===== src/rtl/if_icache_fetch.sv =====
// Instruction fetch unit with a direct-mapped line cache refilled over a wide memory port.
// Optional feature macro: IF_ICACHE_EN builds the tag/data storage; without it every fetch refills.
module if_icache_fetch #(
  parameter int ADDR_W     = 17,
  parameter int LINE_WORDS = 4,
  parameter int SETS       = 32,
  localparam int LINE_W    = 32 * LINE_WORDS
) (
  input  logic              clk,
  input  logic              rst,
  input  logic              rdy,
  input  logic              use_npc,
  input  logic [31:0]       npc_addr,
  input  logic [4:0]        stall,
  input  logic              flush,
  input  logic [LINE_W-1:0] ram_inst,
  input  logic              ram_inst_busy,
  output logic [ADDR_W-1:0] pc,
  output logic [31:0]       inst,
  output logic              inst_valid,
  output logic              ram_inst_re,
  output logic [31:0]       ram_inst_addr,
  output logic              stall_req,
  output logic [31:0]       hit_cnt,
  output logic [31:0]       miss_cnt
);

  localparam int OFF_W  = $clog2(4 * LINE_WORDS);
  localparam int IDX_W  = $clog2(SETS);
  localparam int TAG_W  = ADDR_W - IDX_W - OFF_W;
  localparam int WSEL_W = (LINE_WORDS > 1) ? $clog2(LINE_WORDS) : 1;

  typedef enum logic [1:0] {IDLE, REQ, REFILL, HOLD} state_t;

  state_t            state_q, state_d;
  logic [ADDR_W-1:0] pc_q, pc_d, npc;
  logic [31:0]       inst_q, inst_d, addr_q, addr_d, hitCnt_q, hitCnt_d, missCnt_q, missCnt_d;
  logic              instValid_q, instValid_d, re_q, re_d, stallReq_q, stallReq_d;
  logic [IDX_W-1:0]  npcIdx, pcIdx;
  logic [TAG_W-1:0]  npcTag, pcTag;
  logic [WSEL_W-1:0] npcWord, pcWord;
  logic [31:0]       lineAddr, cachedWord;
  logic              hit, cacheWe, unusedBits;

  function automatic logic [31:0] pickWord(input logic [LINE_W-1:0] line,
                                           input logic [WSEL_W-1:0] sel);
    pickWord = '0;
    for (int k = 0; k < LINE_WORDS; k++)
      if (sel == WSEL_W'(k)) pickWord = line[32*k +: 32];
  endfunction

  function automatic logic [31:0] satInc(input logic [31:0] v);
    satInc = (v == 32'hFFFF_FFFF) ? v : v + 32'd1;
  endfunction

  assign npc    = use_npc ? npc_addr[ADDR_W-1:0] : pc_q + ADDR_W'(4);
  assign npcIdx = npc[OFF_W+IDX_W-1:OFF_W];
  assign npcTag = npc[ADDR_W-1:OFF_W+IDX_W];
  assign pcIdx  = pc_q[OFF_W+IDX_W-1:OFF_W];
  assign pcTag  = pc_q[ADDR_W-1:OFF_W+IDX_W];

  generate
    if (LINE_WORDS > 1) begin : g_wsel
      assign npcWord = npc[OFF_W-1:2];
      assign pcWord  = pc_q[OFF_W-1:2];
    end else begin : g_nowsel
      assign npcWord = '0;
      assign pcWord  = '0;
    end
  endgenerate

  always_comb begin
    lineAddr = '0;
    lineAddr[ADDR_W-1:OFF_W] = npc[ADDR_W-1:OFF_W];
  end

`ifdef IF_ICACHE_EN
  logic [SETS-1:0]   valid_q;
  logic [TAG_W-1:0]  tag_q  [SETS];
  logic [LINE_W-1:0] data_q [SETS];

  // A flush in the lookup cycle must not let a stale line hit.
  assign hit        = valid_q[npcIdx] && (tag_q[npcIdx] == npcTag) && !flush;
  assign cachedWord = pickWord(data_q[npcIdx], npcWord);
  assign unusedBits = ^{stall[4:1], npc_addr};

  always_ff @(posedge clk) begin
    if (!rst) begin
      valid_q <= '0;
    end else if (rdy) begin
      if (flush)        valid_q <= '0;
      else if (cacheWe) valid_q[pcIdx] <= 1'b1;
    end
  end

  always_ff @(posedge clk) begin
    if (rdy && cacheWe) begin
      tag_q[pcIdx]  <= pcTag;
      data_q[pcIdx] <= ram_inst;
    end
  end
`else
  assign hit        = 1'b0;
  assign cachedWord = '0;
  assign unusedBits = ^{stall[4:1], npc_addr, flush, cacheWe, npcIdx, npcTag, npcWord, pcIdx, pcTag};
`endif

  always_comb begin
    state_d     = state_q;
    pc_d        = pc_q;
    inst_d      = inst_q;
    instValid_d = instValid_q;
    re_d        = re_q;
    stallReq_d  = stallReq_q;
    addr_d      = addr_q;
    hitCnt_d    = hitCnt_q;
    missCnt_d   = missCnt_q;
    cacheWe     = 1'b0;
    case (state_q)
      IDLE: begin
        if (!stall[0]) begin
          pc_d   = npc;
          addr_d = lineAddr;
          if (hit) begin
            inst_d      = cachedWord;
            instValid_d = 1'b1;
            hitCnt_d    = satInc(hitCnt_q);
            state_d     = HOLD;
          end else begin
            inst_d      = '0;
            instValid_d = 1'b0;
            stallReq_d  = 1'b1;
            re_d        = 1'b1;
            missCnt_d   = satInc(missCnt_q);
            state_d     = REQ;
          end
        end
      end
      // Memory raises busy one cycle after the request, so REQ never looks at it.
      REQ: state_d = REFILL;
      REFILL: begin
        if (!ram_inst_busy) begin
          cacheWe     = !flush;
          inst_d      = pickWord(ram_inst, pcWord);
          instValid_d = 1'b1;
          re_d        = 1'b0;
          stallReq_d  = 1'b0;
          state_d     = HOLD;
        end
      end
      HOLD: begin
        if (!stall[0]) begin
          inst_d      = '0;
          instValid_d = 1'b0;
          state_d     = IDLE;
        end
      end
      default: state_d = IDLE;
    endcase
  end

  always_ff @(posedge clk) begin
    if (!rst) begin
      state_q     <= IDLE;
      pc_q        <= {{(ADDR_W-2){1'b1}}, 2'b00};
      inst_q      <= '0;
      instValid_q <= 1'b0;
      re_q        <= 1'b0;
      stallReq_q  <= 1'b0;
      addr_q      <= 32'hFFFF_FFFF;
      hitCnt_q    <= '0;
      missCnt_q   <= '0;
    end else if (rdy) begin
      state_q     <= state_d;
      pc_q        <= pc_d;
      inst_q      <= inst_d;
      instValid_q <= instValid_d;
      re_q        <= re_d;
      stallReq_q  <= stallReq_d;
      addr_q      <= addr_d;
      hitCnt_q    <= hitCnt_d;
      missCnt_q   <= missCnt_d;
    end
  end

  assign pc            = pc_q;
  assign inst          = inst_q;
  assign inst_valid    = instValid_q;
  assign ram_inst_re   = re_q;
  assign ram_inst_addr = addr_q;
  assign stall_req     = stallReq_q;
  assign hit_cnt       = hitCnt_q;
  assign miss_cnt      = missCnt_q;

endmodule


===== config.mk =====
export PLATFORM = sky130hd
export DESIGN_NAME = if_icache_fetch
export DESIGN_NICKNAME = d
export VERILOG_FILES = /design/src/rtl/if_icache_fetch.sv
export SDC_FILE = /design/constraint.sdc
export NUM_CORES = 1
export LEC_CHECK = 0
export ABC_AREA = 1
export BUFFER_PORTS_ARGS = -buffer_cell sky130_fd_sc_hd__buf_2
export CAP_MARGIN = 30
export CORE_MARGIN = 4
export CORE_UTILIZATION = 42
export DETAILED_ROUTE_END_ITERATION = 8
export PLACE_DENSITY = 0.78
export SYNTH_ARGS = -nofsm -noshare
export SYNTH_HDL_FRONTEND = slang
export SYNTH_SLANG_ARGS = --single-unit

===== constraint.sdc =====
create_clock -name clk -period 1.6 [get_ports clk]
set_input_delay 0.48 -clock clk [delete_from_list [all_inputs] [get_ports clk]]
set_output_delay 0.48 -clock clk [all_outputs]
set_load 0.005 [all_outputs]

==> flow_summary.yaml <==
pwr:
  power_frac_clock: 0.362
  seqPwrFrac: 0.357
  power_frac_comb: 0.280
  swShare: 0.309
  leakagePower_nw: 4.10
  p_int_mw: 4.43
  p_per_area_nw_per_um2: 733
  p_sw_mw: 1.98
  max-vdd-ir-drop_uv: 544
yosys:
  ys_ff_latch: 86
  ys.warnings.count: 0
  synth_area_leaders: "dfxtp_1, nand2_1, nor2_1"
  synth_cell_types: 37
  synth_area_per_cell_um2: 6.29
  yosys.area.top_type_share: 0.286
  synth_edf_count: 0
  netlist_area_um2: 6020
  synth_area_leader_cell: "dfxtp_1"
  syn_inst: 957
  yosysSeqAreaShare: 0.286
  yosys_most_used_dff: "dfxtp_1"
  synthArstFlopShare: 0
clock_network:
  htreeDepth: 3
  cts_buffers: 9
  clockBufferDepth: 2
  cts_root_buffer: "clkbuf_16"
  cts_tree: "built"
  path_clk_slew_ps: 60
  cts_sinks: 86
  clk-insertion-delay-late_ps: 350
final_layout:
  drive_above_1_share: 0.392
  nets: 1434
  area_growth_pct: 45.4
  seqCellArea_um2: 1750
  multi_input_comb_area_um2: 3850
  fill_cells: 1315
die:
  die_w_um: 128
  core-area_um2: 13900
  die_h_um: 128
  io_pins: 319
  start_util: 0.432
  rows: 43
  die-area_um2: 16300
timing:
  slew_violations: 0
  setup_viol: 13
  min_period_ps: 1640
  rsz0062_at_grt: "true"
  whs_ps: 357
  period_share: 1.02
  setup_slack_ps: -37.5
  max_freq_ghz: 0.611
  finalHoldViolCount: 0
  fin_skew_ps: 9.48
detailed_routing:
  drcViolationCount: 0
  routedWlPerCell_um: 15.9
  num_vias: 7418
  dr.pass1.iters: 5
  drtIter0Drc: 555
  wirelength_um: 22900
  avgViaCountPerCell: 5.15
  ant_nets: 0
min_path:
  hold_path.class: "in -> reg"
outcome:
  violations: "negative setup slack"
  outcome: "finished with violations"
critical_path:
  worst_path_max_delay_cell: "dfxtp_4"
  start_kind: "flip-flop"
  cp_common_cell: "nand2_2"
  arrival_ps: 1910
  worstSetupPathType: "reg -> reg"
  setup.worst_path.end_class: "flip-flop"
  max_stage_delay_ps: 370
  cp_max_fo: 6
  cp_cell_sequence: "ha_4 -> nand2_2 -> nor2_4 -> nand2_4 -> nor2_8 -> nand3_4 -> nand2_8 -> clkbuf_16 -> nand2_2 -> a21oi_1"
  cp.required_ps: 1870
global_routing:
  grt_pass1_wl_um: 31600
  antenna_found_initial: 3
  grt_max_degree: 41
  grt-ovfl-total: 0
  grt_use_total: 0.239
  grt_pass1_vias: 6591
place:
  place_congestion: 0.915
  dp_hpwl_um: 15800
  portBuffers: 266
  place_ws_ps: -152
job:
  maxCapViolations: 0
==> Yosys cell counts, types with 2 or more instances <==
master	number
nor2_1	175
xnor2_1	8
o211ai_1	7
inv_1	46
xor2_1	5
nor3_1	5
buf_1	7
nand2_1	241
buf_4	65
a211oi_1	2
ha_1	9
a21oi_2	11
buf_2	2
clkbuf_1	35
nor2_4	2
nand4_1	8
nand3b_1	10
dfxtp_1	86
o22ai_1	2
buf_6	2
nand2_2	12
o21ai_0	26
a21oi_1	118
o31ai_1	32
nand3_1	29
==> final timing paths <==
kind	startpoint	to	slack, ps	cells after the start
setup / recovery	miss_cnt[0]$_SDFFE_PN0P_	miss_cnt[6]$_SDFFE_PN0P_	-40	10
hold / removal	npc_addr[0]	pc[0]$_SDFFE_PN0P_	360	3
setup reg to reg	miss_cnt[0]$_SDFFE_PN0P_	miss_cnt[6]$_SDFFE_PN0P_	-40	10
hold reg to reg	inst[18]$_SDFFE_PN0P_	inst[18]$_SDFFE_PN0P_	460	2
==> logic make-up (layout without fill, tap and decap cells) <==
family | after synthesis | in the layout | share of synthesized area
and+or+nand+nor | 488 | 488 | 0.338
buffers and inverters | 160 | 430 | 0.146
xor gates and xnor gates | 13 | 13 | 0.0189
other | 1 | 35 | 0.000623
adders and majority gates | 9 | 9 | 0.0187
AOI/OAI and AO/OA | 200 | 200 | 0.192
DFF | 86 | 86 | 0.286
==> critical path: cells and delay by family (launching register included) <==
| kind | cells | cell delay (ps) |
|---|---|---|
| buffers and inverters | 1 | 170 |
| AND/OR/NAND/NOR | 7 | 760 |
| AO/OA/AOI/OAI | 1 | 130 |
| flip-flops | 1 | 370 |
| adder cells (fa/ha/maj) | 1 | 150 |
==> stage by stage <==
step | util | power [mW] | instance area, µm² | setup TNS (ps) | instances
floorplan | - | 3.30 | 6180 | -2150 | 988
global placement | 0.559 | 3.85 | 7780 | -1340 | 1401
detailed placement | 0.559 | 3.87 | 7780 | -3300 | 1401
CTS | 0.591 | 6.20 | 8240 | 0 | 1425
global route | 0.628 | 6.68 | 8750 | -2970 | 1441
finish | 0.628 | 6.41 | 8750 | -224 | 1441
==> power by group through the flow <==
stage	Combinational [mW]	Sequential, mW	Clock [mW]
final	1.80	2.29	2.32
after global routing	1.97	2.30	2.41
after CTS	1.57	2.28	2.34
after detailed placement	1.53	2.33	0
after global placement	1.52	2.33	0
after floorplan	0.960	2.34	0
==> what timing repair did <==
| action | 4_1_cts | 5_1_grt |
|---|---|---|
| gates resized for setup | 18 | 80 |
| gates cloned | 0 | 7 |
| pin swaps | 2 | 28 |
| buffers inserted | 9 | 6 |
| hold buffers | 0 | 0 |
| setup endpoints to repair | 80 | 74 |
==> routing by layer <==
layer | global-route usage | vias up | routed length, µm
met4 | 0.114 | 0 | 597
met5 | 0 | - | 0
met2 | 0.402 | 363 | 11300
met3 | 0.0508 | 48 | 1980
li1 | - | 3620 | -
met1 | 0.291 | 3387 | 8950
==> flip-flops by register name (all words and copies together), names as in the netlist <==
| name | count |
|---|---|
| inst_valid | 1 |
| stall_req | 1 |
| ram_inst_addr | 14 |
| miss_cnt | 32 |
| state_q | 2 |
| pc | 4 |
| inst | 32 |
==> placed cells by master (no fill, tap or decap), drive strengths merged, types with 5 or more instances in the layout <==
cell    Yosys  final
a21oi     129    129
buf        77    361
clkbuf     35     18
conb        1     32
dfxtp      86     86
ha          9      9
inv        47     47
nand2     255    255
nand3      30     30
nand3b     10     10
nand4       8      8
nor2      179    179
nor3        5      5
o211ai      7      7
o21ai      26     26
o31ai      32     32
xnor2       8      8
xor2        5      5
==> cell type report <==
| class | instances | area share |
|---|---|---|
| clock buffer | 12 | 0.0282 |
| clock inverter | 3 | 0.00787 |
| antenna | 3 | 0.000858 |
| inverter | 48 | 0.0215 |
| sequential | 86 | 0.200 |
| multi-input combinational | 742 | 0.441 |
| timing repair buffer | 367 | 0.275 |
| tap | 180 | 0.0258 |
Power figures use the tool's default switching activity.
